--- src/rtl/nibble_deserializer_pkg.sv ---
// Shared types and constants for the nibble deserializer: FSM state encoding,
// nibble width and the parity helper.
package nibble_deserializer_pkg;

  localparam int NIBBLE_W = 4;

  typedef enum logic [1:0] {
    IDLE   = 2'd0,
    DATA   = 2'd1,
    PARITY = 2'd2,
    LOAD   = 2'd3
  } state_e;

  // XOR of all data bits; an even-parity bit must equal this value.
  function automatic logic nibble_xor(input logic [NIBBLE_W-1:0] v);
    return ^v;
  endfunction

endpackage

--- src/rtl/wrap_counter_8.sv ---
// 8-bit synchronous counter with increment enable; wraps from 255 to 0.
module wrap_counter_8 (
  input  logic       clk,
  input  logic       reset,
  input  logic       inc_i,
  output logic [7:0] count_o
);

  logic [7:0] count_q;
  logic [7:0] count_d;

  always_comb begin
    count_d = count_q;
    if (inc_i) begin
      count_d = count_q + 8'd1;
    end
  end

  always_ff @(posedge clk) begin
    if (reset) begin
      count_q <= 8'd0;
    end else begin
      count_q <= count_d;
    end
  end

  assign count_o = count_q;

endmodule

--- src/rtl/nibble_deserializer.sv ---
// Serial-to-nibble deserializer: assembles 4 LSB-first bits (plus optional even
// parity) into a nibble and strobes it into a downstream 4-bit register.
//
// Handshake: bit_in and sof are sampled only on rising edges where bit_valid=1;
// there is no backpressure. load/enable form a single-cycle strobe during which
// data already holds the new nibble; data is stable whenever load is 0.
module nibble_deserializer
  import nibble_deserializer_pkg::*;
#(
  parameter bit PARITY_EN = 1'b1
) (
  input  logic                clk,
  input  logic                reset,
  input  logic                bit_valid,
  input  logic                bit_in,
  input  logic                sof,
  output logic [NIBBLE_W-1:0] data,
  output logic                load,
  output logic                enable,
  output logic                busy,
  output logic                parity_err,
  output logic                frame_err,
  output logic [7:0]          nibble_count,
  output state_e              dbg_state
);

  state_e              state_q, state_d;
  logic [1:0]          idx_q, idx_d;
  logic [NIBBLE_W-1:0] shift_q, shift_d;
  logic [NIBBLE_W-1:0] data_q, data_d;
  logic                perr_q, perr_d;
  logic                ferr_q, ferr_d;
  logic                in_load;

  always_ff @(posedge clk) begin
    if (reset) begin
      state_q <= IDLE;
      idx_q   <= 2'd0;
      shift_q <= '0;
      data_q  <= '0;
      perr_q  <= 1'b0;
      ferr_q  <= 1'b0;
    end else begin
      state_q <= state_d;
      idx_q   <= idx_d;
      shift_q <= shift_d;
      data_q  <= data_d;
      perr_q  <= perr_d;
      ferr_q  <= ferr_d;
    end
  end

  always_comb begin
    state_d = state_q;
    idx_d   = idx_q;
    shift_d = shift_q;
    data_d  = data_q;
    perr_d  = 1'b0;
    ferr_d  = 1'b0;

    case (state_q)
      IDLE: begin
        if (bit_valid && sof) begin
          shift_d = {{(NIBBLE_W-1){1'b0}}, bit_in};
          idx_d   = 2'd1;
          state_d = DATA;
        end
      end

      DATA: begin
        if (bit_valid) begin
          if (sof) begin
            ferr_d  = 1'b1;
            shift_d = {{(NIBBLE_W-1){1'b0}}, bit_in};
            idx_d   = 2'd1;
          end else begin
            shift_d[idx_q] = bit_in;
            // idx wraps 3 -> 0 naturally once the last data bit is stored.
            idx_d = idx_q + 2'd1;
            if (idx_q == 2'd3) begin
              if (PARITY_EN) begin
                state_d = PARITY;
              end else begin
                state_d = LOAD;
                data_d  = shift_d;
              end
            end
          end
        end
      end

      PARITY: begin
        if (bit_valid) begin
          if (sof) begin
            ferr_d  = 1'b1;
            shift_d = {{(NIBBLE_W-1){1'b0}}, bit_in};
            idx_d   = 2'd1;
            state_d = DATA;
          end else if (bit_in == nibble_xor(shift_q)) begin
            state_d = LOAD;
            data_d  = shift_q;
          end else begin
            perr_d  = 1'b1;
            idx_d   = 2'd0;
            state_d = IDLE;
          end
        end
      end

      LOAD: begin
        idx_d   = 2'd0;
        state_d = IDLE;
      end

      default: begin
        state_d = IDLE;
      end
    endcase
  end

  assign in_load = (state_q == LOAD);

  wrap_counter_8 u_wrap_counter_8 (
    .clk     (clk),
    .reset   (reset),
    .inc_i   (in_load),
    .count_o (nibble_count)
  );

  assign data       = data_q;
  assign load       = in_load;
  assign enable     = in_load;
  assign busy       = (state_q == DATA) || (state_q == PARITY);
  assign parity_err = perr_q;
  assign frame_err  = ferr_q;
  assign dbg_state  = state_q;

endmodule

--- config.mk ---
export PLATFORM = sky130hd
export DESIGN_NAME = nibble_deserializer
export DESIGN_NICKNAME = d
export VERILOG_FILES = /design/src/rtl/nibble_deserializer_pkg.sv /design/src/rtl/wrap_counter_8.sv /design/src/rtl/nibble_deserializer.sv
export SDC_FILE = /design/constraint.sdc
export NUM_CORES = 1
export LEC_CHECK = 0
export BUFFER_PORTS_ARGS = -buffer_cell sky130_fd_sc_hd__buf_2
export CAP_MARGIN = 10
export CELL_PAD_IN_SITES_DETAIL_PLACEMENT = 0
export CELL_PAD_IN_SITES_GLOBAL_PLACEMENT = 1
export CORE_MARGIN = 10
export CORE_UTILIZATION = 46
export CTS_BUF_LIST = sky130_fd_sc_hd__clkbuf_4
export CTS_CLUSTER_DIAMETER = 120
export DETAILED_ROUTE_END_ITERATION = 16
export PLACE_DENSITY_LB_ADDON = 0.15
export RECOVER_POWER = 50
export REMOVE_ABC_BUFFERS = 1
export SYNTH_ARGS = -nofsm -noshare
export SYNTH_HDL_FRONTEND = slang
export SYNTH_SLANG_ARGS = --single-unit
--- constraint.sdc ---
create_clock -name clk -period 4.04 [get_ports clk]
set_input_delay 0.606 -clock clk [delete_from_list [all_inputs] [get_ports clk]]
set_output_delay 0.606 -clock clk [all_outputs]
set_load 0.005 [all_outputs]
==> Word-level counts from Yosys, hierarchy flattened <==
Cells that the tools add are included.
{ "op_classes": {"addsub": 2, "order_cmp": 2, "n_eq_ne": 12, "mux": 25, "bitwise_logic": 4, "n_reduce_logical": 13} }
{ "op_table": {"columns": ["op", "count"], "rows": [
  ["two-way mux 2 bit", 12],
  ["two-way mux 4 bit", 5],
  ["case mux 2 bit (4 select lines)", 2],
  ["inequality test 2 bit, second input constant", 6],
  ["case mux 4 bit (3 select lines)", 1],
  ["AND reduction 5 bit", 2],
  ["adder 8 x 1 -> 8 bit, second input constant", 1],
  ["AND reduction 4 bit", 2],
  ["== test 2 bit, second input constant", 3],
  ["bitwise mux 4 bit", 1],
  ["inverter 1 bit", 4],
  ["OR reduction 4 bit", 1],
  ["XOR reduction 4 bit", 1],
  ["< comparator 2 x 3 -> 1 bit, second input constant", 1],
  ["two-way mux 1 bit", 3],
  ["inequality test 3 bit, second input constant", 1],
  ["nonzero test 3 bit", 1],
  ["OR reduction 3 bit", 1],
  ["adder 2 x 1 -> 2 bit, second input constant", 1],
  ["demux 1 bit (select 2 bit)", 1],
  ["== test 2 x 1 -> 1 bit, second input constant", 1],
  ["greater-or-equal comparator 2 x 1 -> 1 bit, second input constant", 1],
  ["logical AND 1 bit", 2],
  ["zero test 2 bit", 1],
  ["other kinds (3)", 3]
]} }
{ "totals": {"regBits": 22, "input_bits": 5, "elab_cells": 65} }

==> Depth between registers and ports, before layout <==
Gate-level depths: netlist of the first run.
{ "logic_depth": {"depth_word": 8, "depth_mapped": 8} }

==> Modules after synthesis <==
From an unflattened synthesis of the first run, not the netlist that was laid out.
{ "hier_totals": {"cells_unflattened": 138, "area_unflattened_um2": 1276.2} }
{ "by_module_without_submodules": {"columns": ["module", "instances", "cells_each", "area_each_um2", "seq_area_each_um2"], "rows": [
  ["nibble_deserializer", 1, 101, 937.1, 280.3],
  ["wrap_counter_8", 1, 37, 339.1, 160.2]
]} }

==> Least setup slack after synthesis of the first run <==
Ideal clock, no wire load.
{ "synth_path": {"path_kind": "register to register", "start": "register state_q[0], in the netlist dbg_state[0]", "end": "register shift_q[0]", "arrival_time_ns": 1.763, "slack_ns": 2.149, "path_stages_with_launch": 9, "cell_sequence": "dfxtp_1 > inv_1 > ha_1 > buf_2 > or3_1 > clkbuf_1 > a31oi_1 > mux2i_1 > nor2_1"} }
{ "synth_between": {"elab_chain_cells": 3, "elab_cells_between_ends": 10} }
{ "synth_lines": {"columns": ["element", "line_no", "source"], "rows": [
  ["from (decl)", "nibble_deserializer.sv:27", "state_e state_q, state_d;"],
  ["from (signal assigned)", "nibble_deserializer.sv:44", "state_q <= state_d;"],
  ["== test 2 bit (tied with other cells)", "nibble_deserializer.sv:61", "case (state_q)"],
  ["inequality test 2 bit (no line) / nonzero test 3 bit (equally long branches)", null, null],
  ["AND reduction 5 bit (no line)", null, null],
  ["to (signal assigned)", "nibble_deserializer.sv:46", "shift_q <= shift_d;"],
  ["to (decl)", "nibble_deserializer.sv:29", "logic [NIBBLE_W-1:0] shift_q, shift_d;"]
]} }
Parallel ways exist; a longest one is shown, timed or not.
A chain may end at the register's enable or synchronous reset.

==> Final worst setup path of the first run <==
{ "layout_path": {"start": "register state_q[1], in the netlist dbg_state[1]", "end": "register shift_q[0]"} }
The elaborated chain is that of the path after synthesis.

==> results of run 1 <==
through the flow:
stage	setup slack [ps]	total power, µW	util (%)	cell area (µm²)
after floorplan	2215	456.6	-	1239
after global placement	2126	530.6	51.39	1393
after detailed placement	2060	534.4	51.39	1393
after CTS	2043	706.9	53.32	1445
after global routing	1926	758.6	52.77	1430
final	2032	700.4	52.77	1430
worst paths after layout:
check                           slack, ps  cells after the start    startpoint    endpoint
worst max-delay path                 2030                      6  dbg_state[1]  shift_q[0]
worst min-delay path                  480                      2       data[2]     data[2]
worst max register to register       2030                      6  dbg_state[1]  shift_q[0]
worst min register to register        480                      2       data[2]     data[2]
layer usage:
metal / global-route usage [%] / vias up / routed length [µm]
li1: - / 560 / -
met4: 4.852 / 0 / 36
met1: 14.34 / 517 / 1325
met5: 0 / - / 0
met3: 3.946 / 4 / 246
met2: 18.98 / 36 / 1359
kinds of logic after synthesis:
family / share of synthesized area [%]
AO/OA/AOI/OAI: 20.73
XOR/XNOR: 8.546
adder cells (fa/ha/maj): 9.823
buffers and inverters: 4.813
flip-flops: 34.58
multiplexers: 1.572
AND/OR/NAND/NOR: 19.94
flip-flops by register name, indices dropped and copies added, names as in the netlist:
signal / flops
data: 4
u_wrap_counter_8.count_o: 8
parity_err: 1
dbg_state: 2
shift_q: 4
idx_q: 2
frame_err: 1
power by group through the flow:
| stage | registers (µW) | clock network [µW] | logic [µW] |
|---|---|---|---|
| 2_1_floorplan | 260 | 0 | 197 |
| 3_3_place_gp | 262 | 0 | 269 |
| 3_5_place_dp | 264 | 0 | 270 |
| 4_1_cts | 259 | 175 | 273 |
| 5_1_grt | 262 | 186 | 311 |
| 6_report | 259 | 170 | 271 |
layout by cell type (no fill, tap or decap), drive strengths merged:
cell	count
dfxtp	22
a21oi	17
clkbuf	15
buf	11
ha	10
nor2	8
inv	7
o211ai	7
nand3	7
nand2	7
o21ai	7
xor2	6
nor3	5
or3	3
nor2b	3
nand4	3
nand2b	2
o31ai	2
a31oi	2
mux2i	2
xnor2	2
a22oi	2
or4b	1
xnor3	1
o22ai	1
a2bb2oi	1
and3b	1
nor4b	1
or4bb	1
o211a	1
and3	1
and2	1
and4	1
o22a	1
o32ai	1
bufinv	1
cell type report:
class                      instances  area (µm²)
clock buffer                       3       22.52
clock inverter                     1       30.03
fill                             275        1280
inverter                           7       26.28
multi-input combinational        108       772.0
sequential                        22       440.4
tap                               31       38.79
timing repair buffer              23       100.1
worst register-to-register path: stages (launching register included):
cell,delay (ps)
sky130_fd_sc_hd__dfxtp_1,460
sky130_fd_sc_hd__inv_1,120
sky130_fd_sc_hd__ha_1,300
sky130_fd_sc_hd__or3_1,540
sky130_fd_sc_hd__a31oi_1,230
sky130_fd_sc_hd__mux2i_1,210
sky130_fd_sc_hd__nor2_1,50
==> qor.yml, run 1 <==
result_of_the_run: "finished clean"
critical_path_class: "register to register"
finalHoldViolations: 0
nature_of_the_critical_path_endpoint: "register"
critical-path-slowest-cell: "sky130_fd_sc_hd__or3_1"
setup_viol_count_final: 0
yosysSeqAreaShare_pct: 34.58
grt_pass1_wl_um: 5188
initial_utilization_pct: 47.00
timing.critical_path.slowest_cell_delay_ps: 540
switching_share_pct: 36.53
netlist.top_cell.by_area: "sky130_fd_sc_hd__dfxtp_1"
cp.required_ps: 4250
holdWs_ps: 484.4
avgViaCountPerCell: 5.728
cts_htree_levels: 1
number_of_gates_resized_after_cts: 0
tritoncts_buffers: 3
synthToLayoutAreaGrowth_pct: 12.28
dpl.hpwl_um: 2218
power_report.internal_total_uw: 444.5
first_global_vias: 1158
clock_sink_count: 22
grt_max_degree: 22
drt_pass1_iterations: 4
final_replace_weighted_congestion: 0.8600
grt.overflow.total: 0
worstPathArrival_ps: 2210
final_min_period_over_clock_period_pct: 49.69
num-nets-final: 180
routed_wl_um: 2968
netlist_area_um2: 1274
worst-slew-pin-transition_ps: 419.1
cp-start-kind: "register"
cts.hold.buffers_added: 0
dp_cells: 191
max_rail_drop_vdd_v: 0.0003324
layout-drive-gt1-share_pct: 12.80
p_switching_uw: 255.9
clock_share_of_power_pct: 24.3
holdCritPathClass: "register to register"
cp_num_buf_inv: 1
synth.most_common_cell: "sky130_fd_sc_hd__dfxtp_1"
cellPowerDensity_nw_per_um2: 489.8
final_period_minus_worst_setup_slack_ps: 2008
area_share_of_the_largest_cell_type_after_synthesis_pct: 34.58
slew_headroom_pct: 72.04
routedWlPerCell_um: 15.22
boundaryPins: 24
synth_async_sr_flop_share_pct: 0
worst_path_cell_trace: "inv_1 > ha_1 > or3_1 > a31oi_1 > mux2i_1 > nor2_1"
std_cell_rows: 19
grt_antenna_before_repair: 0
synth_edf_count: 0
post_cts_buffers: 0
tritoncts: "yes"
gate_power_share_pct: 38.8
synth-seq-cells: 22
totalNegativeSetupSlack_ps: 0
yosysWarnings: 0
seq_power_share_pct: 36.9
vias: 1117
drc: 0
final_max_tran_viols: 0
initialDrtViolationCount: 66
postSynth.topFlopCell: "sky130_fd_sc_hd__dfxtp_1"
setup_repair_after_global_routing_missed_its_margin: "no"
numPortBuffers: 23
p_leak_uw: 0.0005570
antennaDiodeCount: 0
achievable-frequency_mhz: 498.1
synth.top_cells.by_area: "sky130_fd_sc_hd__dfxtp_1 35%, sky130_fd_sc_hd__ha_1 9.8%, sky130_fd_sc_hd__a21oi_1 6.7%"
floorplan.die.height_um: 72.62
clk_transition_reported_paths_ps: 130
fin_worst_skew_ps: 1.994
ctsRootBufferMaster: "sky130_fd_sc_hd__clkbuf_4"
die_area_um2: 5274
synth_cells: 145
core-area_um2: 2710
die_x_um: 72.62
ant_nets: 0
worstPathMaxFanout: 10
synth_commonest_cells: "22 x sky130_fd_sc_hd__dfxtp_1, 17 x sky130_fd_sc_hd__a21oi_1, 10 x sky130_fd_sc_hd__ha_1, 8 x sky130_fd_sc_hd__nor2_1"
path_delay_family: "simple AND/OR/NAND/NOR gates"
track_usage_pct: 11.92
cap_viol_max_count: 0
ctsLongestPathBuffers: 2
final_cells: 195
insertion_delay_ps: 310
synthDistinctLibCells: 38
syn_area_per_cell_um2: 8.784
(Power assumes the default switching activity.)
==> run 2: changes to the inputs <==
CORE_UTILIZATION = 42   (was 46)
clock period = 1.95 ns   (was 4.04 ns; I/O delays follow)
==> run 2 against run 1 <==
Setup slack got worse by 1900 ps. Critical path depth unchanged. Worst hold slack got worse by 180 ps. Clock power grew 110%. Largest power group unchanged.
==> qor.yml, run 2 (synthesized netlist as in run 1, its figures left out) <==
routedWlPerCell_um: 15.39
postLayoutCoreUtil_pct: 51.61
cp_num_buf_inv: 1
grt.overflow.total: 0
avgViaCountPerCell: 5.798
first_global_vias: 1067
final_min_period_over_clock_period_pct: 95.06
cp-start-kind: "register"
drc: 0
number_of_gates_resized_after_cts: 0
cellPowerDensity_nw_per_um2: 1031
synthToLayoutAreaGrowth_pct: 14.64
tritoncts_buffers: 3
initialDrtViolationCount: 35
nature_of_the_critical_path_endpoint: "register"
dpl.hpwl_um: 2285
track_usage_pct: 11.41
ctsLongestPathBuffers: 2
ctsRootBufferMaster: "sky130_fd_sc_hd__clkbuf_4"
routed_wl_um: 3048
worstPathArrival_ps: 2060
clk_transition_reported_paths_ps: 130
critical-path-slowest-cell: "sky130_fd_sc_hd__or4bb_1"
max_rail_drop_vdd_v: 0.0007252
path_delay_family: "simple AND/OR/NAND/NOR gates"
core-area_um2: 2829
worst_path_cell_trace: "buf_4 > ha_1 > or4bb_1 > a31oi_2 > mux2i_1 > nor2_1"
cap_viol_max_count: 0
num-nets-final: 183
p_leak_uw: 0.0005770
worst_r2r_path_depth: 6
std_cell_rows: 19
result_of_the_run: "finished clean"
final_cell_area_excluding_filler_cells_um2: 1460
cts.hold.buffers_added: 0
drt_pass1_iterations: 4
regArea_um2: 440.4
tritoncts: "yes"
final_cell_mix: "22 x sky130_fd_sc_hd__dfxtp_1, 17 x sky130_fd_sc_hd__a21oi_1, 13 x sky130_fd_sc_hd__buf_2"
timing.reg2reg.setup_slack_ps: 100
cts_htree_levels: 1
achievable-frequency_mhz: 539.5
worstPathMaxFanout: 8
final_replace_weighted_congestion: 0.8852
multiInputGateArea_um2: 780.7
die_x_um: 75.07
placedInstanceArea_um2: 1415
final_max_tran_viols: 0
grt_antenna_before_repair: 0
layout-drive-gt1-share_pct: 16.17
totalNegativeSetupSlack_ps: 0
clock_sink_count: 22
most_common_cell_after_layout_fill_and_taps_aside: "sky130_fd_sc_hd__dfxtp_1"
timing.critical_path.slowest_cell_delay_ps: 510
slew_headroom_pct: 73.18
fin_worst_skew_ps: 4.464
largest_register_ff_count: 8
grt_max_degree: 22
r2r-end: "shift_q[0]"
grt_pass1_wl_um: 4974
critical_path_class: "register to register"
boundaryPins: 24
die_area_um2: 5636
final_period_minus_worst_setup_slack_ps: 1854
post_cts_buffers: 0
finalHoldViolations: 0
numPortBuffers: 23
cp.required_ps: 2160
critical_path_cell_count: 6
ant_nets: 0
setup.worst_path.start: "dbg_state[1]"
insertion_delay_ps: 310
initial_utilization_pct: 45.02
setup_repair_after_global_routing_missed_its_margin: "no"
holdCritPathClass: "input pin to register"
floorplan.die.height_um: 75.07
fill_cells: 283
vias: 1148
rr_startpoint: "dbg_state[1]"
antennaDiodeCount: 0
setup_viol_count_final: 0
worst-slew-pin-transition_ps: 399.3
critPathCapture: "shift_q[0]"
run 2: changes by cell type in the layout (fill, tap and decap cells not counted), sizes merged:
cell and change:
buf +4, clkbuf -1
run 2: worst min-delay path by stage:
stage / cells after the start / slack, ps / end / startpoint
floorplan: 1 / 360 / data[0] / reset
global placement: 2 / 460 / data[3] / data[3]
detailed placement: 2 / 460 / data[3] / data[3]
CTS: 3 / 290 / shift_q[0] / bit_in
global route: 3 / 310 / shift_q[0] / bit_in
finish: 3 / 300 / shift_q[0] / bit_in
run 2: worst register-to-register path, stage by stage (launching register included):
cell and delay, ps:
sky130_fd_sc_hd__dfxtp_1 370, sky130_fd_sc_hd__buf_4 160, sky130_fd_sc_hd__ha_1 260, sky130_fd_sc_hd__or4bb_1 510
sky130_fd_sc_hd__a31oi_2 200, sky130_fd_sc_hd__mux2i_1 200, sky130_fd_sc_hd__nor2_1 50
run 2: final cells by class:
class	count	area share [%]
well taps	31	2.656
inverters	7	1.799
clock buffers	3	1.542
multi-input cells	108	53.47
flip-flops and latches	22	30.16
repair buffers	26	8.312
clock inverters	1	2.057
run 2: layer usage:
| layer | wire length (µm) | vias up | part of all wire, % | GRT usage [%] |
|---|---|---|---|---|
| met3 | 259 | 2 | 8.5 | 4.993 |
| met5 | 0 | - | 0 | 0 |
| li1 | - | 567 | - | - |
| met4 | 14 | 0 | 0.46 | 3.992 |
| met2 | 1371 | 38 | 45 | 16.67 |
| met1 | 1401 | 541 | 46 | 14.56 |
run 2: power by group:
group          switching (µW)  leakage [µW]  total, µW  internal, µW
combinational             368      0.000371        626           258
clock                     149     0.0000279        357           208
sequential               36.5      0.000178        523           486
total                     553      0.000577       1500           951
run 2: stage by stage:
stage,total power [µW],std cells,hold slack [ps],worst slack (ps)
after global placement,1123,194,459.3,130.3
after floorplan,946.0,137,361.6,125.1
after global routing,1617,198,305.4,12.25
after CTS,1501,198,288.2,32.89
after detailed placement,1138,194,463.4,70.38
final,1505,198,302.8,96.37
